===== src/rtl/mvt_mac_array.sv =====
// Multi-lane saturating multiply-accumulate engine for the MVT kernel.
// Each lane sums ROW_LEN filtered a*y terms through a two-stage pipeline.
module mvt_mac_array #(
  parameter int unsigned DATA_W  = 32,
  parameter int unsigned ACC_W   = 48,
  parameter int unsigned LANES   = 2,
  parameter int unsigned ROW_LEN = 16,
  parameter int unsigned Y_LIMIT = 100
) (
  input  logic                     clk,
  input  logic                     rst_n,
  input  logic                     clear_i,
  input  logic                     in_valid_i,
  output logic                     in_ready_o,
  input  logic [LANES*DATA_W-1:0]  a_in_i,
  input  logic [LANES*DATA_W-1:0]  y_in_i,
  output logic                     out_valid_o,
  input  logic                     out_ready_i,
  output logic [LANES*ACC_W-1:0]   x_out_o,
  output logic [LANES-1:0]         ovf_o
);

  localparam int unsigned PROD_W = 2 * DATA_W;
  localparam int unsigned SUM_W  = ((PROD_W > ACC_W) ? PROD_W : ACC_W) + 1;
  localparam int unsigned CNT_W  = (ROW_LEN > 1) ? $clog2(ROW_LEN) : 1;

  typedef enum logic [1:0] {StAccum, StDrain, StHold} state_e;

  state_e                         state_q, state_d;
  logic [CNT_W-1:0]               cnt_q, cnt_d;
  logic                           s1_valid_q, s1_valid_d;
  logic                           live_q;
  logic [LANES-1:0][DATA_W-1:0]   a_lane, y_lane;
  logic [LANES-1:0][PROD_W-1:0]   term_q, term_d;
  logic [LANES-1:0][ACC_W-1:0]    acc_q, acc_d;
  logic [LANES-1:0]               ovf_q, ovf_d;
  logic [SUM_W-1:0]               sum;
  logic                           accept, last_beat, out_fire;

  assign a_lane = a_in_i;
  assign y_lane = y_in_i;

  // live_q keeps in_ready low until the first edge after reset release.
  assign in_ready_o  = live_q && (state_q == StAccum);
  assign accept      = in_valid_i && in_ready_o;
  assign last_beat   = (cnt_q == CNT_W'(ROW_LEN - 1));
  assign out_valid_o = (state_q == StHold);
  assign out_fire    = out_valid_o && out_ready_i;
  assign x_out_o     = acc_q;
  assign ovf_o       = ovf_q;

  // Stage 1: filtered full-width product per lane.
  always_comb begin
    term_d     = '0;
    s1_valid_d = accept && !clear_i;
    for (int unsigned l = 0; l < LANES; l++) begin
      if (y_lane[l] != '0 && y_lane[l] < DATA_W'(Y_LIMIT)) begin
        term_d[l] = PROD_W'(a_lane[l]) * PROD_W'(y_lane[l]);
      end
    end
  end

  // Stage 2: saturating accumulate; any carry above ACC_W bits means overflow.
  always_comb begin
    acc_d = acc_q;
    ovf_d = ovf_q;
    sum   = '0;
    if (s1_valid_q) begin
      for (int unsigned l = 0; l < LANES; l++) begin
        sum = SUM_W'(acc_q[l]) + SUM_W'(term_q[l]);
        if (sum[SUM_W-1:ACC_W] != '0) begin
          acc_d[l] = '1;
          ovf_d[l] = 1'b1;
        end else begin
          acc_d[l] = sum[ACC_W-1:0];
        end
      end
    end
    if (out_fire || clear_i) begin
      acc_d = '0;
      ovf_d = '0;
    end
  end

  always_comb begin
    state_d = state_q;
    cnt_d   = cnt_q;
    unique case (state_q)
      StAccum: begin
        if (accept) begin
          if (last_beat) begin
            cnt_d   = '0;
            state_d = StDrain;
          end else begin
            cnt_d = cnt_q + 1'b1;
          end
        end
      end
      StDrain: if (!s1_valid_q) state_d = StHold;
      StHold:  if (out_ready_i) state_d = StAccum;
      default: state_d = StAccum;
    endcase
    if (clear_i) begin
      state_d = StAccum;
      cnt_d   = '0;
    end
  end

  always_ff @(posedge clk or negedge rst_n) begin
    if (!rst_n) begin
      state_q    <= StAccum;
      cnt_q      <= '0;
      s1_valid_q <= 1'b0;
      live_q     <= 1'b0;
      term_q     <= '0;
      acc_q      <= '0;
      ovf_q      <= '0;
    end else begin
      state_q    <= state_d;
      cnt_q      <= cnt_d;
      s1_valid_q <= s1_valid_d;
      live_q     <= 1'b1;
      term_q     <= term_d;
      acc_q      <= acc_d;
      ovf_q      <= ovf_d;
    end
  end

endmodule


===== config.mk =====
export PLATFORM = sky130hd
export DESIGN_NAME = mvt_mac_array
export DESIGN_NICKNAME = d
export VERILOG_FILES = /design/src/rtl/mvt_mac_array.sv
export SDC_FILE = /design/constraint.sdc
export NUM_CORES = 2
export LEC_CHECK = 0
export CAP_MARGIN = 20
export CORE_UTILIZATION = 42
export CTS_BUF_LIST = sky130_fd_sc_hd__clkbuf_8
export CTS_CLUSTER_SIZE = 30
export DETAILED_ROUTE_END_ITERATION = 8
export PLACE_DENSITY = 0.57
export RECOVER_POWER = 50
export SLEW_MARGIN = 20
export SYNTH_ARGS = -nofsm -noshare
export SYNTH_HDL_FRONTEND = slang
export SYNTH_SLANG_ARGS = --single-unit

===== constraint.sdc =====
create_clock -name clk -period 4 [get_ports clk]
set_clock_uncertainty 0.05 [all_clocks]
set_input_delay 0.6 -clock clk [delete_from_list [all_inputs] [get_ports clk]]
set_output_delay 0.6 -clock clk [all_outputs]
set_load 0.02 [all_outputs]

Yosys cells after proc, flatten, opt, wreduce, memory -nomap -nowiden

Index checks and enable logic that the tools add are counted.

Flip-flop bits (word level): 234
Input bits: 133
Output and inout port bits: 100
Word-level logic and storage cells: 66

Add/subtract/negate cells: 3
Multiply operators: 2
$lt $le $gt $ge: 2
Equal/unequal tests: 7
Multiplexer cells: 20
Reduce and logical (&&, ||, !) cells: 22

Operator list:

| kind                | count |
|---|---|
| $mux 96             | 2 |
| $add 48x64->65      | 2 |
| $mul 32x32->64      | 2 |
| $mux 64             | 2 |
| $mux 48             | 2 |
| $lt 32x7->1 const B | 2 |
| $reduce_bool 32->1  | 2 |
| $reduce_bool 17->1  | 2 |
| $mux 4              | 4 |
| $mux 2              | 7 |
| $reduce_bool 2->1   | 5 |
| $ne 3x3->1 const B  | 3 |
| $logic_and 1x1->1   | 6 |
| $pmux 2 s3          | 1 |
| $reduce_and 2->1    | 3 |
| $add 4x1->4 const B | 1 |
| $eq 4x4->1 const B  | 1 |
| $reduce_and 4->1    | 1 |
| $ne 3x2->1 const B  | 1 |
| $eq 2x1->1 const B  | 1 |
| $eq 2x2->1 const B  | 1 |
| $logic_not 2->1     | 1 |
| $mux 1              | 2 |
| $logic_not 1->1     | 1 |
| $logic_or 1x1->1    | 1 |

Longest topological paths before layout

Depth after elaboration: 6
Depth in mapped cells: 30
Depth with buffers taken out: 28

Worst setup path before layout

No wires, ideal clock.

Path kind: in2reg
From: input port y_in_i[2]
To: register term_q[61] (netlist name)
Library setup time: 0.132 ns
Arrival: 7.544 ns
Required time: 3.818 ns
Path slack: -3.726 ns
Stages on the path: 25
Path through: clkbuf_1 and2_1 fa_1 inv_1 fa_1 fa_1 fa_1 inv_1 fa_1 inv_1 fa_1 inv_1 fa_1 fa_1 ha_1 a21oi_1 a21boi_0 o21a_1 or3_1 o31a_1 o21ai_1 a31oi_1 o41ai_1 xnor2_1 nor2_1

RTL lines:

| item                   | RTL line | RTL |
|---|---|---|
| start: declaration     | 16       | `input logic [LANES*DATA_W-1:0] y_in_i,` |
| end signal: assignment | 123      | `term_q <= term_d;` |
| end: declaration       | 34       | `logic [LANES-1:0][PROD_W-1:0] term_q, term_d;` |

==> impl_metrics.csv <==
group,metric,value,unit
die,num_rows,160,
worst_setup_path,rr_endpoint,"x_out_o[93]",
final_layout,finalInstanceArea,104000,sq um
synth,avgSynthCellArea,8.98,sq um
worst_setup_path,critical-path-top-delay-family,"adder cells",
routing,met1_length,112000,um
final_layout,nNetsFinal,12800,
worst_hold_path,hold_class,"flip-flop to flip-flop",
status,status,"finished with violations",
placement,place_area,94700,sq um
global_route,overflow,0,
worst_setup_path,slowest_stage,"fa_2",
synth,yosysUniqueCellTypes,82,
die,die_h,440,um
worst_setup_path,slowest_delay,0.58,ns
flow_run,drv_cap,2,
clock_tree,clock_sinks,234,
worst_setup_path,crit_required,4.47,ns
routing,drt_iter0_drc,3898,
worst_setup_path,worstPathArrival,7.84,ns
final_layout,synthToLayoutAreaGrowth,29.7,%
sta,final.period_utilization,184,%
sta,drv_slew,142,
die,die-area,193000,sq um
routing,drc,0,
synth,ys_seq_elements,234,
worst_hold_path,hold_start,"state_q[1]",
routing,wl,276000,um
placement,hpwl,215000,um
global_route,grt_pass1_wl,432000,um
die,core_area,190000,sq um
worst_setup_path,critPathKind,"input port to flip-flop",
status,violations,"capacitance limit, slew limit, setup timing",
global_route,grt_max_degree,93,
die,initial_core_util,42.3,%
placement,portBuffers,232,
worst_setup_path,worstSetupEndpointType,"flip-flop",
sta,clock.fmax,136,MHz
clock_tree,cts.path.max_buffers,3,
routing,top_layer,"met5",
synth,synth-edff-count,0,
global_route,antenna_found_initial,14,
sta,fin_ws,-3.37,ns
clock_tree,clkTransAtPathRegs,0.06,ns
sta,tightestPinTransition,2.44,ns
final_layout,drive_above_1_share,24.3,%
global_route,first_global_vias,73400,
worst_hold_path,holdPathStages,1,
routing,wl_met3,16700,um
synth,ys.flop_type,"dfrtp_1",
synth,synth-seq-area-share,7.28,%
worst_setup_path,critPathLaunchType,"input port",
sta,finalSetupViolations,166,
clock_tree,clk_latency,0.63,ns
synth,syn_area,80500,sq um
die,die_x,440,um
synth,ys_warn_count,0,
clock_tree,htreeDepth,2,
final_layout,postLayoutCoreUtil,54.9,%
routing,dr.pass1.iters,6,
worst_setup_path,worst-path-buf-inv,8,
worst_setup_path,r2r_setup_slack,-0.17,ns
worst_hold_path,min_to,"state_q[0]",
die,io-pin-count,233,
placement,place_inst,12300,
routing,vias,66600,
routing,vias_per_cell,5.22,
worst_setup_path,r2r_start,"x_out_o[48]",
synth,syn_nets,11500,
routing,postRouteAntennaNets,0,
final_layout,fillers,17200,
worst_setup_path,worst-r2r-cell-count,18,
synth,synth_top_area_share,44.6,%
clock_tree,clock-root-buffer,"clkbuf_8",
worst_setup_path,path_common_cell,"fa_2",
sta,finalHoldViolations,0,
placement,place.gp.congestion,0.920,
sta,max_slew_margin,-62.8,%
sta,finalCriticalPeriod,7.37,ns
synth,async_flop_share,100,%
synth,yosys.area.top_type,"fa_1",
clock_tree,numCtsBuffers,41,
global_route,grt_usage,29.0,%
routing,avgRoutedWirePerCell,21.6,um
synth,synth_area_leaders,"fa_1 (45%), ha_1 (9.7%), and2_1 (9.2%)",
synth,syn_inst,8959,
final_layout,final_cells,12800,
sta,grt_setup_unrepaired,"yes",
worst_setup_path,path_max_fanout,6,
routing,wl_met2,134000,um
clock_tree,cts_tree,"yes",
[per-stage QoR]
| stage | hold WS [ns] | TNS, ns | setup slack, ns |
|---|---|---|---|
| 6_report | 0.419 | -307.24 | -3.37 |
| 2_1_floorplan | 0.254 | -285.42 | -3.32 |
| 3_3_place_gp | 0.411 | -452.15 | -4.55 |
| 3_5_place_dp | 0.423 | -456.22 | -4.60 |
| 5_1_grt | 0.448 | -371.16 | -3.55 |
| 4_1_cts | 0.416 | -314.82 | -3.34 |
[synth_stat cells (all sizes together), types with 5 or more instances]
cell,n
o41ai,6
buf,17
nand2,1080
o211ai,21
a31o,5
nor2,259
a21boi,9
a21o,104
nand4b,5
clkbuf,479
xor2,101
o21ai,261
ha,623
or3,12
nand2b,32
a211o,5
inv,1751
mux2i,8
nor2b,28
fa,1794
xnor2,110
a31oi,131
nand3,67
o21bai,34
a21oi,261
o21a,27
nor3b,9
nand4,69
and2,1188
or2,10
nor3,50
a211oi,24
nor4,23
dfrtp,234
or4,5
o31ai,12
and3,27
and4,8
a221oi,11
[kinds of logic (layout without fill, tap and decap cells)]
logic type / Yosys count / after routing / synth area share [%]
and+or+nand+nor: 2881 / 2881 / 18.2
adders and majority gates: 2417 / 2417 / 54.3
buffers and inverters: 2247 / 3530 / 10.5
AOI/OAI and AO/OA: 960 / 960 / 7.35
DFF: 234 / 234 / 7.28
xor gates and xnor gates: 211 / 211 / 2.30
muxes: 8 / 8 / 0.0995
other: 1 / 7 / 0.00466
[layout by cell type (no fill, tap or decap), types with 91 or more instances in the layout]
| master | n |
|---|---|
| buf_12 | 176 |
| fa_2 | 197 |
| o21ai_0 | 198 |
| a21o_1 | 104 |
| nor2_1 | 244 |
| xor2_1 | 91 |
| fa_1 | 1597 |
| and2_1 | 1026 |
| a31oi_1 | 120 |
| buf_4 | 1029 |
| dfrtp_1 | 234 |
| inv_1 | 1670 |
| nand2_1 | 1041 |
| ha_1 | 536 |
| clkdlybuf4s50_1 | 108 |
| a21oi_1 | 189 |
| and2_4 | 161 |
| buf_6 | 216 |
[final cells by class]
| cell class | count | area [sq um] | area share [%] |
|---|---|---|---|
| multi-input combinational | 6478 | 70100 | 67.1 |
| timing repair buffer | 1708 | 17800 | 17.1 |
| inverter | 1751 | 6570 | 6.30 |
| sequential | 234 | 5860 | 5.61 |
| tap | 2511 | 3140 | 3.01 |
| clock buffer | 49 | 674 | 0.646 |
| clock inverter | 22 | 200 | 0.192 |
| antenna | 6 | 15.0 | 0.0144 |
[flip-flops by register name (all words and copies together) (netlist names)]
name,count
ovf_o,2
cnt_q,4
s1_valid_q,1
term_q,128
live_q,1
x_out_o,96
state_q,2
[layer usage]
metal / track usage (%) / vias up
met5: 0 / -
met1: 37.5 / 34400
met3: 3.68 / 480
li1: - / 29700
met4: 10.7 / 6
met2: 49.8 / 2010
[worst max-delay path by stage]
stage | startpoint | endpoint | slack (ns) | cells after the start
after floorplan | y_in_i[45] | term_q[125] | -3.32 | 25
after global placement | y_in_i[47] | term_q[121] | -4.55 | 24
after detailed placement | y_in_i[2] | term_q[45] | -4.60 | 26
after CTS | a_in_i[46] | term_q[126] | -3.34 | 30
after global routing | y_in_i[50] | term_q[124] | -3.55 | 30
final | a_in_i[36] | term_q[115] | -3.37 | 26
[worst reg2reg max path, stage by stage, from the launching register on]
cell	delay, ns
dfrtp_1	0.39
ha_1	0.23
inv_1	0.07
fa_1	0.21
nand2b_1	0.15
a21oi_1	0.09
or4b_4	0.51
a31oi_4	0.17
buf_4	0.14
nor2_1	0.05
a21oi_2	0.21
o41ai_4	0.12
buf_4	0.18
and4b_1	0.19
nor4_1	0.26
nand4b_1	0.22
nor4_4	0.31
buf_4	0.27
a31oi_1	0.11
[what timing repair did]
| item | in CTS | in global routing |
|---|---|---|
| setup buffers | 270 | 82 |
| resized for setup | 1237 | 454 |
| hold endpoints to repair | 8 | 0 |
| cloned | 57 | 4 |
| endpoints found under the setup margin | 214 | 215 |
| hold buffers | 1 | 0 |
| pin swaps | 674 | 453 |
Power is not shown: default switching activity piles up to over one toggle a cycle in this logic, so the estimate is an artifact.
